### src/rtl/sha2_pkg.sv
// Shared SHA-2 definitions: round-constant tables, round count per word width,
// and the sequencer state encoding.
package sha2_pkg;

  typedef enum logic [1:0] {ST_IDLE, ST_RUN, ST_DRAIN, ST_DONE} state_t;

  localparam logic [31:0] K256 [64] = '{
    32'h428a2f98, 32'h71374491, 32'hb5c0fbcf, 32'he9b5dba5, 32'h3956c25b, 32'h59f111f1, 32'h923f82a4, 32'hab1c5ed5,
    32'hd807aa98, 32'h12835b01, 32'h243185be, 32'h550c7dc3, 32'h72be5d74, 32'h80deb1fe, 32'h9bdc06a7, 32'hc19bf174,
    32'he49b69c1, 32'hefbe4786, 32'h0fc19dc6, 32'h240ca1cc, 32'h2de92c6f, 32'h4a7484aa, 32'h5cb0a9dc, 32'h76f988da,
    32'h983e5152, 32'ha831c66d, 32'hb00327c8, 32'hbf597fc7, 32'hc6e00bf3, 32'hd5a79147, 32'h06ca6351, 32'h14292967,
    32'h27b70a85, 32'h2e1b2138, 32'h4d2c6dfc, 32'h53380d13, 32'h650a7354, 32'h766a0abb, 32'h81c2c92e, 32'h92722c85,
    32'ha2bfe8a1, 32'ha81a664b, 32'hc24b8b70, 32'hc76c51a3, 32'hd192e819, 32'hd6990624, 32'hf40e3585, 32'h106aa070,
    32'h19a4c116, 32'h1e376c08, 32'h2748774c, 32'h34b0bcb5, 32'h391c0cb3, 32'h4ed8aa4a, 32'h5b9cca4f, 32'h682e6ff3,
    32'h748f82ee, 32'h78a5636f, 32'h84c87814, 32'h8cc70208, 32'h90befffa, 32'ha4506ceb, 32'hbef9a3f7, 32'hc67178f2
  };

  localparam logic [63:0] K512 [80] = '{
    64'h428a2f98d728ae22, 64'h7137449123ef65cd, 64'hb5c0fbcfec4d3b2f, 64'he9b5dba58189dbbc,
    64'h3956c25bf348b538, 64'h59f111f1b605d019, 64'h923f82a4af194f9b, 64'hab1c5ed5da6d8118,
    64'hd807aa98a3030242, 64'h12835b0145706fbe, 64'h243185be4ee4b28c, 64'h550c7dc3d5ffb4e2,
    64'h72be5d74f27b896f, 64'h80deb1fe3b1696b1, 64'h9bdc06a725c71235, 64'hc19bf174cf692694,
    64'he49b69c19ef14ad2, 64'hefbe4786384f25e3, 64'h0fc19dc68b8cd5b5, 64'h240ca1cc77ac9c65,
    64'h2de92c6f592b0275, 64'h4a7484aa6ea6e483, 64'h5cb0a9dcbd41fbd4, 64'h76f988da831153b5,
    64'h983e5152ee66dfab, 64'ha831c66d2db43210, 64'hb00327c898fb213f, 64'hbf597fc7beef0ee4,
    64'hc6e00bf33da88fc2, 64'hd5a79147930aa725, 64'h06ca6351e003826f, 64'h142929670a0e6e70,
    64'h27b70a8546d22ffc, 64'h2e1b21385c26c926, 64'h4d2c6dfc5ac42aed, 64'h53380d139d95b3df,
    64'h650a73548baf63de, 64'h766a0abb3c77b2a8, 64'h81c2c92e47edaee6, 64'h92722c851482353b,
    64'ha2bfe8a14cf10364, 64'ha81a664bbc423001, 64'hc24b8b70d0f89791, 64'hc76c51a30654be30,
    64'hd192e819d6ef5218, 64'hd69906245565a910, 64'hf40e35855771202a, 64'h106aa07032bbd1b8,
    64'h19a4c116b8d2d0c8, 64'h1e376c085141ab53, 64'h2748774cdf8eeb99, 64'h34b0bcb5e19b48a8,
    64'h391c0cb3c5c95a63, 64'h4ed8aa4ae3418acb, 64'h5b9cca4f7763e373, 64'h682e6ff3d6b2b8a3,
    64'h748f82ee5defb2fc, 64'h78a5636f43172f60, 64'h84c87814a1f0ab72, 64'h8cc702081a6439ec,
    64'h90befffa23631e28, 64'ha4506cebde82bde9, 64'hbef9a3f7b2c67915, 64'hc67178f2e372532b,
    64'hca273eceea26619c, 64'hd186b8c721c0c207, 64'heada7dd6cde0eb1e, 64'hf57d4f7fee6ed178,
    64'h06f067aa72176fba, 64'h0a637dc5a2c898a6, 64'h113f9804bef90dae, 64'h1b710b35131c471b,
    64'h28db77f523047d84, 64'h32caab7b40c72493, 64'h3c9ebe0a15c9bebc, 64'h431d67c49c100d4c,
    64'h4cc5d4becb3e42b6, 64'h597f299cfc657e2a, 64'h5fcb6fab3ad6faec, 64'h6c44198c4a475817
  };

  function automatic int ROUNDS_OF(input int word_w);
    return (word_w == 64) ? 80 : 64;
  endfunction

endpackage

### src/rtl/sha2_k_rom.sv
// Combinational K lookup: LANES consecutive round constants starting at base,
// lane 0 in the LSBs.
module sha2_k_rom
  import sha2_pkg::*;
#(
  parameter int WORD_W = 32,
  parameter int LANES  = 1
) (
  input  logic [6:0]              base,
  output logic [LANES*WORD_W-1:0] k
);

  localparam int ROUNDS = ROUNDS_OF(WORD_W);

  for (genvar j = 0; j < LANES; j++) begin : g_lane
    logic [6:0] idx;

    // The counter parks at ROUNDS after the last beat; fold it back into the table.
    always_comb begin
      idx = base + 7'(j);
      if (idx >= 7'(ROUNDS)) idx = idx - 7'(ROUNDS);
    end

    if (WORD_W == 64) begin : g_k512
      assign k[j*WORD_W +: WORD_W] = K512[idx];
    end else begin : g_k256
      logic unused_hi;
      assign unused_hi = idx[6];
      assign k[j*WORD_W +: WORD_W] = K256[idx[5:0]];
    end
  end

endmodule

### src/rtl/sha2_k_sequencer.sv
// SHA-2 round-constant sequencer streaming LANES K (or K+W) words per beat.
// Macro SHA2_KW_ADD_EN: when defined, W beats are consumed and pre-added to K.
module sha2_k_sequencer
  import sha2_pkg::*;
#(
  parameter int WORD_W = 32,
  parameter int LANES  = 1
) (
  input  logic                    clk,
  input  logic                    rst_n,
  input  logic                    start_i,
  input  logic                    abort_i,
  input  logic                    w_valid_i,
  input  logic [LANES*WORD_W-1:0] w_i,
  output logic                    w_ready_o,
  output logic                    kw_valid_o,
  input  logic                    kw_ready_i,
  output logic [LANES*WORD_W-1:0] kw_o,
  output logic [6:0]              t_o,
  output logic                    last_o,
  output logic                    busy_o,
  output logic                    done_o
);

  localparam int ROUNDS = ROUNDS_OF(WORD_W);
  localparam int BUS_W  = LANES*WORD_W;

  if (!(WORD_W == 32 || WORD_W == 64)) begin : g_bad_word_w
    $error("sha2_k_sequencer: WORD_W must be 32 or 64");
  end
  if (!(LANES == 1 || LANES == 2 || LANES == 4)) begin : g_bad_lanes
    $error("sha2_k_sequencer: LANES must be 1, 2 or 4");
  end

  state_t           state;
  logic [6:0]       t;
  logic [BUS_W-1:0] k;
  logic [BUS_W-1:0] kw_next;
  logic             out_free;
  logic             load;
  logic             is_last;

  sha2_k_rom #(.WORD_W(WORD_W), .LANES(LANES)) u_rom (
    .base (t),
    .k    (k)
  );

  assign out_free = !kw_valid_o || kw_ready_i;
  assign is_last  = (t + 7'(LANES)) == 7'(ROUNDS);
  assign busy_o   = (state != ST_IDLE);

`ifdef SHA2_KW_ADD_EN
  function automatic logic [WORD_W-1:0] add_wrap(input logic [WORD_W-1:0] a,
                                                 input logic [WORD_W-1:0] b);
    return a + b;
  endfunction

  assign w_ready_o = (state == ST_RUN) && out_free;
  assign load      = w_valid_i && w_ready_o;

  for (genvar j = 0; j < LANES; j++) begin : g_add
    assign kw_next[j*WORD_W +: WORD_W] = add_wrap(k[j*WORD_W +: WORD_W], w_i[j*WORD_W +: WORD_W]);
  end
`else
  logic unused_w;
  assign unused_w  = ^{w_valid_i, w_i};
  assign w_ready_o = 1'b0;
  assign load      = (state == ST_RUN) && out_free;
  assign kw_next   = k;
`endif

  always_ff @(posedge clk or negedge rst_n) begin
    if (!rst_n) begin
      state      <= ST_IDLE;
      t          <= '0;
      kw_valid_o <= 1'b0;
      kw_o       <= '0;
      t_o        <= '0;
      last_o     <= 1'b0;
      done_o     <= 1'b0;
    end else begin
      done_o <= 1'b0;
      if (abort_i) begin
        state      <= ST_IDLE;
        t          <= '0;
        kw_valid_o <= 1'b0;
      end else begin
        case (state)
          ST_IDLE: begin
            if (start_i) begin
              state <= ST_RUN;
              t     <= '0;
            end
          end
          ST_RUN: begin
            if (load) begin
              kw_o       <= kw_next;
              t_o        <= t;
              last_o     <= is_last;
              kw_valid_o <= 1'b1;
              t          <= t + 7'(LANES);
              if (is_last) state <= ST_DRAIN;
            end else if (kw_valid_o && kw_ready_i) begin
              kw_valid_o <= 1'b0;
            end
          end
          ST_DRAIN: begin
            if (kw_valid_o && kw_ready_i) begin
              kw_valid_o <= 1'b0;
              done_o     <= 1'b1;
              state      <= ST_DONE;
            end
          end
          ST_DONE: state <= ST_IDLE;
          default: state <= ST_IDLE;
        endcase
      end
    end
  end

endmodule

### config.mk
export PLATFORM = sky130hd
export DESIGN_NAME = sha2_k_sequencer
export DESIGN_NICKNAME = d
export VERILOG_FILES = /design/src/rtl/sha2_pkg.sv /design/src/rtl/sha2_k_rom.sv /design/src/rtl/sha2_k_sequencer.sv
export SDC_FILE = /design/constraint.sdc
export NUM_CORES = 1
export LEC_CHECK = 0
export ABC_AREA = 1
export BUFFER_PORTS_ARGS = -buffer_cell sky130_fd_sc_hd__buf_2
export CORE_MARGIN = 10
export CORE_UTILIZATION = 39
export DETAILED_ROUTE_END_ITERATION = 10
export SYNTH_ARGS = -nofsm -noshare
export SYNTH_HDL_FRONTEND = slang
export SYNTH_SLANG_ARGS = --single-unit
export TNS_END_PERCENT = 50
### constraint.sdc
create_clock -name clk -period 2.85 [get_ports clk]
set_input_delay 0.7125 -clock clk [delete_from_list [all_inputs] [get_ports clk]]
set_output_delay 0.7125 -clock clk [all_outputs]
set_load 0.01 [all_outputs]
==> results.cfg, run 1 <==
[sta]
rsz0062_at_grt = false
finalSetupTns_ns = 0
worst_pin_slew_ns = 0.718
finalCriticalPeriod_ns = 2.36
setup_viol = 0
whs_ns = 0.435
final_max_slew_viol_count = 0
fmaxAchievable_mhz = 424
final.setup.worst_slack_ns = 0.493
fin_skew_ns = 0.0164
finalCritPeriodShare = 0.827
hold_viol = 0
slew_headroom = 0.521

[cts]
postCtsHoldBufs = 0
cts_root_buffer = clkbuf_16
cts_buffers = 5
cts_buffer_depth = 2
clock_latency_ns = 0.32
cts_tree = yes
clk_pin_slew_ns = 0.09
h-tree-depth = 2
postCtsSetupBuffers = 0
cts.sinks = 51
cts-resized-gates = 0

[critical_path]
crit_path_end_kind = flip-flop
crit_end = kw_o[18]
cp.depth = 9
crit_start = t[1]
worstRegToRegCells = 9
crit_chain = inv_2 -> ha_1 -> nand2_1 -> nand2_1 -> o21ai_1 -> a21oi_1 -> nand2_1 -> nor2_1 -> nor2_1
r2r_slack_ns = 0.49
worstPathArrival_ns = 2.60
r2r_start = t[1]
crit_type = reg2reg
r2r_end = kw_o[18]
slowest_delay_ns = 0.47
slowest_stage = ha_1
startpoint_type = flip-flop
path_delay_family = simple AND/OR/NAND/NOR gates
crit_fanout = 12
cp_common_cell = nand2_1
critPathBufInv = 1
cp.required_ns = 3.10

[logic_synthesis]
synth_top_area_cell = dfrtp_1
synth_top_family_by_area = simple AND/OR/NAND/NOR gates
synthMuxAreaShare = 0
synthSimpleGateAreaFrac = 0.355
synth_edf_count = 0
synthXorXnorAreaFrac = 0
ys_top_cells_by_area = dfrtp_1 (27%), nand2_1 (19%), nand3_1 (8.9%), o21ai_0 (5.7%), a21oi_1 (5.1%)
syn-num-nets = 814
ys_seq_area_frac = 0.270
synthArstFlopShare = 1.00
synth_area_per_cell_um2 = 6.24
yosysWarnings = 0
synth_top_area_share = 0.270
synthCells = 757
synth-seq-cells = 51
synth_compound_area_frac = 0.219
ys_types = 35
synth-main-ff-cell = dfrtp_1
synth_area_mm2 = 0.00472
synth_fa_ha_area_frac = 0.0504

[routing]
num_vias = 5869
drc = 0
wl_per_cell_um = 24.0
drtIter0Drc = 1078
antenna_left = 0
drt_pass1_iterations = 8
routed_via_density = 6.22
routed_wl_mm = 22.7

[grt]
grt_pass1_wl_mm = 33.7
overflow = 0
grtUsageTotal = 0.266
grt_start_max_net_pins = 38
antenna_found_initial = 1
grt_pass1_vias = 5411

[placed_design]
dp_cells = 935
io_buffers = 47
place.detailed.hpwl_mm = 17.0
preCtsSetupSlack_ns = 0.600
gp_congestion = 1.07

[floorplanning]
die_area_mm2 = 0.0169
dieWidth_um = 130
die_height_um = 130
std_cell_rows = 40
start_util = 0.396
core_area_mm2 = 0.0119
pin_count = 82

[pwr]
p_sw_uw = 1840
sw_frac_of_total = 0.482
intPower_uw = 1970
p_clk_frac = 0.176
power.density_mw_per_mm2 = 722
p_leak_uw = 0.00265
peakVddDrop_v = 0.000498
comb_power_share = 0.544
seq_power_share = 0.280

[finish]
fin_nets = 852
layoutNonFillerInstCount = 943
drive_gt1_frac = 0.149
antenna_cells = 0
fillers = 1336
syn_to_final_growth_pct = 11.9

[flow_run]
cap_violations = 0

[status]
status = completed

[min_path]
hp-class = in2async
==> placed cells by master, fill, tap and decap left out, types with 4 or more instances in the layout <==
cell / Yosys / layout
a21oi_1: 48 / 48
a31oi_1: 8 / 8
buf_2: 22 / 47
buf_4: 8 / 25
clkbuf_16: 0 / 5
dfrtp_1: 51 / 50
ha_1: 19 / 19
inv_1: 44 / 44
inv_2: 16 / 16
nand2_1: 233 / 233
nand2_2: 5 / 5
nand3_1: 84 / 84
nand4_1: 4 / 4
nor2_1: 51 / 51
nor2_2: 6 / 6
nor2_4: 4 / 4
nor3_1: 4 / 4
o211ai_1: 20 / 20
o21ai_0: 54 / 54
o21ai_1: 37 / 37
o22ai_1: 10 / 10
==> kinds of logic after synthesis <==
logic type,Yosys count
buffers and inverters,105
adders and majority gates,19
and+or+nand+nor,395
AOI/OAI and AO/OA,186
other,1
DFF,51
==> synthesized netlist by cell type (5+ instances only) <==
master and instances:
clkbuf_1 7, buf_6 5, inv_2 16, nor2_1 51, nor2_2 6, o21ai_1 37, o22ai_1 10, buf_4 8
a31oi_1 8, nand3_1 84, inv_1 44, ha_1 19, nand2_1 233, o211ai_1 20, dfrtp_1 51, a21oi_1 48
buf_2 22, nand2_2 5, o21ai_0 54
==> sequential cells by signal, summed over array words and instances (netlist names) <==
name and cells:
kw_o 32, t 7, t_o 7, state 2, done_o 1, kw_valid_o 1, last_o 1
==> metal layers <==
metal	vias to the layer above	track usage	share of wire
met5	-	0	0.00057
met2	465	0.374	0.41
met3	108	0.0803	0.13
li1	2612	-	-
met1	2682	0.351	0.40
met4	2	0.154	0.065
==> per-stage QoR <==
stage                     utilization  power (uW)  cell area (um^2)
final                           0.443        3810              5280
after global routing            0.443        4070              5280
after CTS                       0.443        3790              5280
after detailed placement        0.431        3110              5130
after global placement          0.431        3110              5130
after floorplan                     -        2280              4720
==> worst min path at each step <==
stage	from	to	slack [ns]	cells past startpoint
floorplan	rst_n	done_o	0.42	0
global placement	kw_o[9]	kw_o[9]	0.46	2
detailed placement	kw_o[3]	kw_o[3]	0.46	2
CTS	rst_n	kw_o[11]	0.46	1
global route	kw_o[3]	kw_o[3]	0.50	2
finish	rst_n	kw_o[11]	0.44	1
==> power groups by stage <==
stage	sequential (uW)	combinational (uW)	clock [uW]
after global routing	1110	2260	707
after floorplan	1190	1090	0
after CTS	1070	2030	687
after detailed placement	1090	2020	0
after global placement	1070	2040	0
final	1070	2070	670
==> area by class of cell <==
type,count,area (um^2),share of cell area
Clock buffer,5,125,0.0237
Sequential cell,51,1280,0.242
Tap cell,147,184,0.0348
Multi-Input combinational cell,601,2950,0.559
Inverter,61,231,0.0438
Clock inverter,3,28.8,0.00545
Timing Repair Buffer,75,483,0.0914
Power figures use the tool's default switching activity.
==> run 2, diff against run 1 <==
==> constraint.sdc (replaced) <==
create_clock -name clk -period 2.1 [get_ports clk]
set_input_delay 0.525 -clock clk [delete_from_list [all_inputs] [get_ports clk]]
set_output_delay 0.525 -clock clk [all_outputs]
set_load 0.01 [all_outputs]
==> run 2 against run 1 <==
Compared with the run above:
- the run now ends with negative setup slack left
- sequential share of layout area is 1.6 points lower
- critical path depth is 1 lower
- fmax is 12% higher
- critical path type unchanged
- sequential power is 36% higher
- highest routed layer is now met4
- clock skew is 0.0029 ns lower
- clock-buffer cell count is 1 higher
- global-route usage is 1.0 points higher
- register-to-register slack worse by 0.51 ns
- total power is 43% higher
- critical endpoint is now kw_o[14]
- first-iteration DRC count is 3.2% lower
==> results.cfg, run 2 (same netlist as run 1, synthesis figures left out) <==
[sta]
finalCritPeriodShare = 1.01
worst_pin_slew_ns = 0.747
setup_viol = 1
rsz0062_at_grt = true
fin_skew_ns = 0.0135
final_max_slew_viol_count = 0
fmaxAchievable_mhz = 473
slew_headroom = 0.502
whs_ns = 0.269
hold_viol = 0
final.setup.worst_slack_ns = -0.0127
finalCriticalPeriod_ns = 2.11

[placed_design]
place.detailed.hpwl_mm = 17.8
io_buffers = 47
dp_cells = 969
gp_congestion = 1.02

[finish]
drive_gt1_frac = 0.188
multi_input_area_mm2 = 0.00298
fillers = 1279
fin_nets = 886
final_cell_mix = nand2_1 (233), nand3_1 (84), buf_4 (54)
reg.largest.list = kw_o (32), t (7), t_o (7)
final_common_cell = nand2_1
seq_area_mm2 = 0.00128
antenna_cells = 0
largest_register = kw_o
layoutNonFillerInstCount = 977
syn_to_final_growth_pct = 19.6
largest_reg_flops = 32

[grt]
grt_pass1_wl_mm = 34.5
grt_pass1_vias = 5566
overflow = 0
antenna_found_initial = 0
grtUsageTotal = 0.276
grt_start_max_net_pins = 81

[floorplanning]
pin_count = 82
std_cell_rows = 40
start_util = 0.396
die_height_um = 130
core_area_mm2 = 0.0119
die_area_mm2 = 0.0169
dieWidth_um = 130

[pwr]
intPower_uw = 2940
p_leak_uw = 0.00285
comb_power_share = 0.544
p_clk_frac = 0.189
sw_frac_of_total = 0.463
power.density_mw_per_mm2 = 968
p_sw_uw = 2530
seq_power_share = 0.267
peakVddDrop_v = 0.000562

[routing]
routed_wl_mm = 23.6
dr_wl_met3_mm = 2.57
routed_via_density = 6.07
wl_met1_mm = 9.65
antenna_left = 0
wl_per_cell_um = 24.1
wl_met2_mm = 9.92
drt_pass1_iterations = 7
num_vias = 5933
top_layer_used = met4
drc = 0
drtIter0Drc = 1043

[critical_path]
cp.required_ns = 2.26
crit_type = reg2reg
slowest_delay_ns = 0.46
crit_start = t[1]
cp_common_cell = buf_4
crit_path_end_kind = flip-flop
r2r_slack_ns = -0.01
crit_fanout = 8
slowest_stage = o211ai_1
r2r_start = t[1]
path_delay_family = compound AO/OA/AOI/OAI gates
worstPathArrival_ns = 2.27
crit_chain = inv_2 -> buf_4 -> buf_4 -> ha_1 -> inv_1 -> o21ai_0 -> o211ai_1 -> nand3_1
critPathBufInv = 4
startpoint_type = flip-flop

[cts]
cts.sinks = 51
h-tree-depth = 2
cts_tree = yes
cts_root_buffer = clkbuf_16
cts_buffer_depth = 2
cts_buffers = 5
postCtsSetupBuffers = 0
clock_latency_ns = 0.32
clk_pin_slew_ns = 0.08

[flow_run]
cap_violations = 0

[min_path]
hp-class = in2async

[status]
status = finished, violations left
violations = negative setup slack
[run 2: changes by cell type in the layout (fill, tap and decap cells not counted), sizes merged]
cell	change
clkinv	-2
clkbuf	+1
buf	+34
bufinv	+1
[run 2: power groups by stage]
stage	Sequential (uW)	Clock (uW)	Combinational (uW)
after floorplan	1620	0	1480
after global placement	1450	0	2900
after detailed placement	1480	0	2880
after CTS	1460	1070	2890
after global routing	1500	1090	3220
final	1460	1030	2970
[run 2: routing by layer]
metal / vias to the layer above / track usage
met3: 94 / 0.0714
met5: - / 0
met2: 430 / 0.400
met4: 0 / 0.162
met1: 2733 / 0.363
li1: 2676 / -
[run 2: final cells by class]
cell class | count | area share
clock buffers | 6 | 0.0246
clock inverters | 2 | 0.00687
inverters | 61 | 0.0410
multi-input cells | 601 | 0.527
flip-flops and latches | 51 | 0.226
well taps | 147 | 0.0326
repair buffers | 109 | 0.142
[run 2: path summary, 6_finish.rpt]
path | depth (start not counted) | end
worst max-delay path | 8 | kw_o[14]
worst min-delay path | 1 | kw_o[18]
worst max register to register | 8 | kw_o[14]
worst min register to register | 2 | kw_o[22]
max in group asynchronous | 2 | kw_valid_o
min in group clk | 2 | kw_valid_o
[run 2: stage by stage]
step | setup TNS (ns) | power, uW | setup WS (ns) | utilization | cell area, um^2
after global placement | 0 | 4350 | 0.0737 | 0.457 | 5450
final | -0.0127 | 5460 | -0.0127 | 0.474 | 5650
after floorplan | 0 | 3090 | 0.0974 | - | 4720
after global routing | -0.000994 | 5810 | -0.000994 | 0.474 | 5650
after detailed placement | 0 | 4360 | 0.0278 | 0.457 | 5450
after CTS | 0 | 5420 | 0.00807 | 0.472 | 5620
[run 2: worst register-to-register path: stages (launching register included)]
cell and delay (ns):
dfrtp_1 0.41, inv_2 0.05, buf_4 0.18, buf_4 0.18, ha_1 0.27, inv_1 0.11, o21ai_0 0.17, o211ai_1 0.46
nand3_1 0.14
[run 2: repair_timing]
action                     CTS  global route
hold buffers                 0             0
resized for setup            0             6
setup endpoints to repair    0             9
==> run 3, diff against run 2 <==
--- a/config.mk
+++ b/config.mk
@@ -10,7 +10,9 @@
 export CORE_MARGIN = 10
 export CORE_UTILIZATION = 39
 export DETAILED_ROUTE_END_ITERATION = 10
+export PLACE_DENSITY = 0.71
 export SYNTH_ARGS = -nofsm -noshare
 export SYNTH_HDL_FRONTEND = slang
+export SYNTH_HIERARCHICAL = 1
 export SYNTH_SLANG_ARGS = --single-unit
 export TNS_END_PERCENT = 50
==> run 3 against run 2 <==
Compared with the run above:
- the run now ends clean
- via count increased by 0.83%
- synthesized cell count increased by 7.3%
- largest cell class unchanged
- clock-buffer cell count decreased by 1
- critical path type unchanged
- clock power decreased by 19%
- die area increased by 5.7%
- sequential power decreased by 9.6%
- combinational power decreased by 13%
- cell count increased by 7.6%
- worst hold slack got worse by 0.17 ns
==> results.cfg, run 3 <==
[status]
status = completed

[critical_path]
slowest_delay_ns = 0.42
cp_common_cell = nand3_1
cp.required_ns = 2.29
slowest_stage = dfrtp_2
startpoint_type = flip-flop
crit_fanout = 18
worstPathArrival_ns = 2.28
path_delay_family = simple AND/OR/NAND/NOR gates
r2r_slack_ns = 0.01
crit_chain = buf_4 -> ha_2 -> inv_1 -> nand2_1 -> nand3_1 -> nand3_1 -> nand3_1 -> nand2_1 -> mux2_2
crit_path_end_kind = flip-flop
critPathBufInv = 2
crit_type = reg2reg

[finish]
final_cell_mix = nand2_1 (301), nand3_1 (143), nor2_1 (57)
fin_nets = 940
drive_gt1_frac = 0.204
largest_register = kw_o
largest_reg_flops = 32
syn_to_final_growth_pct = 19.0
reg.largest.list = kw_o (32), t (7), t_o (7)
antenna_cells = 0
final_common_cell = nand2_1

[logic_synthesis]
synth_area_per_cell_um2 = 6.21
synthSimpleGateAreaFrac = 0.434
synth_area_mm2 = 0.00504
synthArstFlopShare = 1.00
synth-main-ff-cell = dfrtp_1
synth_fa_ha_area_frac = 0.0596
ys_seq_area_frac = 0.253
syn-num-nets = 874
ys_types = 32
synth_top_family_by_area = simple AND/OR/NAND/NOR gates
synthMuxAreaShare = 0.0759
synthTopCellsByCount = nand2_1 (305), nand3_1 (143), nor2_1 (59)
ys_top_cells_by_area = dfrtp_1 (25%), nand2_1 (23%), nand3_1 (14%), mux2_2 (7.6%), ha_1 (6.0%)
synthXorXnorAreaFrac = 0.00174
yosysWarnings = 6
synth_top_area_share = 0.253
synth-seq-cells = 51
synth_top_area_cell = dfrtp_1
synth_edf_count = 0
synth.most_common_cell = nand2_1
synth_compound_area_frac = 0.0913
synthCells = 812

[cts]
cts_buffer_depth = 2
postCtsHoldBufs = 0
cts_tree = yes
clk_pin_slew_ns = 0.07
cts_root_buffer = clkbuf_16
clock_latency_ns = 0.31
cts_buffers = 5
h-tree-depth = 2
postCtsSetupBuffers = 0
cts.sinks = 51

[routing]
wl_per_cell_um = 20.2
num_vias = 5982
antenna_left = 0
drc = 0
drtIter0Drc = 716
routed_wl_mm = 21.2
routed_via_density = 5.69
drt_pass1_iterations = 7

[floorplanning]
dieWidth_um = 134
die_area_mm2 = 0.0179
die_height_um = 134
core_area_mm2 = 0.0126
start_util = 0.400
std_cell_rows = 41
pin_count = 82

[pwr]
p_sw_uw = 2070
seq_power_share = 0.279
comb_power_share = 0.544
p_leak_uw = 0.00314
peakVddDrop_v = 0.000419
power.density_mw_per_mm2 = 788
sw_frac_of_total = 0.438
intPower_uw = 2660
p_clk_frac = 0.177

[sta]
worst_pin_slew_ns = 0.602
finalCritPeriodShare = 0.995
setup_viol = 0
hold_viol = 0
fin_skew_ns = 0.00842
whs_ns = 0.103
final_max_slew_viol_count = 0
finalCriticalPeriod_ns = 2.09
rsz0062_at_grt = true
fmaxAchievable_mhz = 479
finalSetupTns_ns = 0
slew_headroom = 0.598

[grt]
overflow = 0
grt_start_max_net_pins = 50
grt_pass1_vias = 5807
antenna_found_initial = 0
grtUsageTotal = 0.235
grt_pass1_wl_mm = 33.2

[flow_run]
cap_violations = 0

[min_path]
hp-class = in2async

[placed_design]
place.detailed.hpwl_mm = 15.7
gp_congestion = 1.01
io_buffers = 47
## run 3: changes by cell type after synthesis, moves of 17 or more
cell | previous run | this run
mux2_2 | 0 | 34
nand2_1 | 233 | 305
nand3_1 | 84 | 143
o211ai_1 | 20 | 3
o21ai_0 | 54 | 28
o21ai_1 | 37 | 1
## run 3: logic make-up after synthesis
kind of cell / Yosys count
flip-flops: 51
AND/OR/NAND/NOR: 522
adder cells (fa/ha/maj): 24
AO/OA/AOI/OAI: 83
buffers and inverters: 96
multiplexers: 34
XOR/XNOR: 1
other: 1
## run 3: stage by stage
step / util / cell area [um^2] / setup WS, ns / cells / total power, uW
2_1_floorplan: - / 5060 / 0.0341 / 812 / 2840
3_3_place_gp: 0.461 / 5810 / -0.0478 / 1043 / 3860
3_5_place_dp: 0.461 / 5810 / -0.0121 / 1043 / 3870
4_1_cts: 0.472 / 5960 / 0.0256 / 1051 / 4740
5_1_grt: 0.475 / 6000 / -0.0907 / 1051 / 5070
6_report: 0.475 / 6000 / 0.0115 / 1051 / 4730
## run 3: final timing paths
kind / from / endpoint / cells after the start
max in group asynchronous: rst_n / kw_o[7] / 2
min: rst_n / kw_o[3] / 1
min reg2reg: t_o[5] / t_o[5] / 2
max: t[0] / kw_o[16] / 9
max reg2reg: t[0] / kw_o[16] / 9
min in group clk: t_o[5] / t_o[5] / 2
## run 3: repair_timing
| action | 4_1_cts | 5_1_grt |
|---|---|---|
| pin swaps | 0 | 0 |
| gates resized for setup | 1 | 15 |
| setup endpoints to repair | 1 | 30 |
## run 3: area by class of cell
cell class                      instances  area (um^2)
Clock inverter                          3         18.8
Fill cell                            1368         6620
Inverter                               50          191
Clock buffer                            5          125
Multi-Input combinational cell        665         3400
Sequential cell                        51         1280
Timing Repair Buffer                  105          771
Tap cell                              172          215
## run 3: layer usage
metal / share of wire / GRT usage
met4: 0.048 / 0.105
met2: 0.44 / 0.367
met3: 0.094 / 0.0492
met5: 0 / 0
met1: 0.42 / 0.303
## run 3: power groups by stage
| stage | Clock, uW | Sequential [uW] | Combinational, uW |
|---|---|---|---|
| 2_1_floorplan | 0 | 1450 | 1390 |
| 3_3_place_gp | 0 | 1330 | 2530 |
| 3_5_place_dp | 0 | 1340 | 2530 |
| 4_1_cts | 871 | 1330 | 2540 |
| 5_1_grt | 898 | 1350 | 2820 |
| 6_report | 837 | 1320 | 2570 |
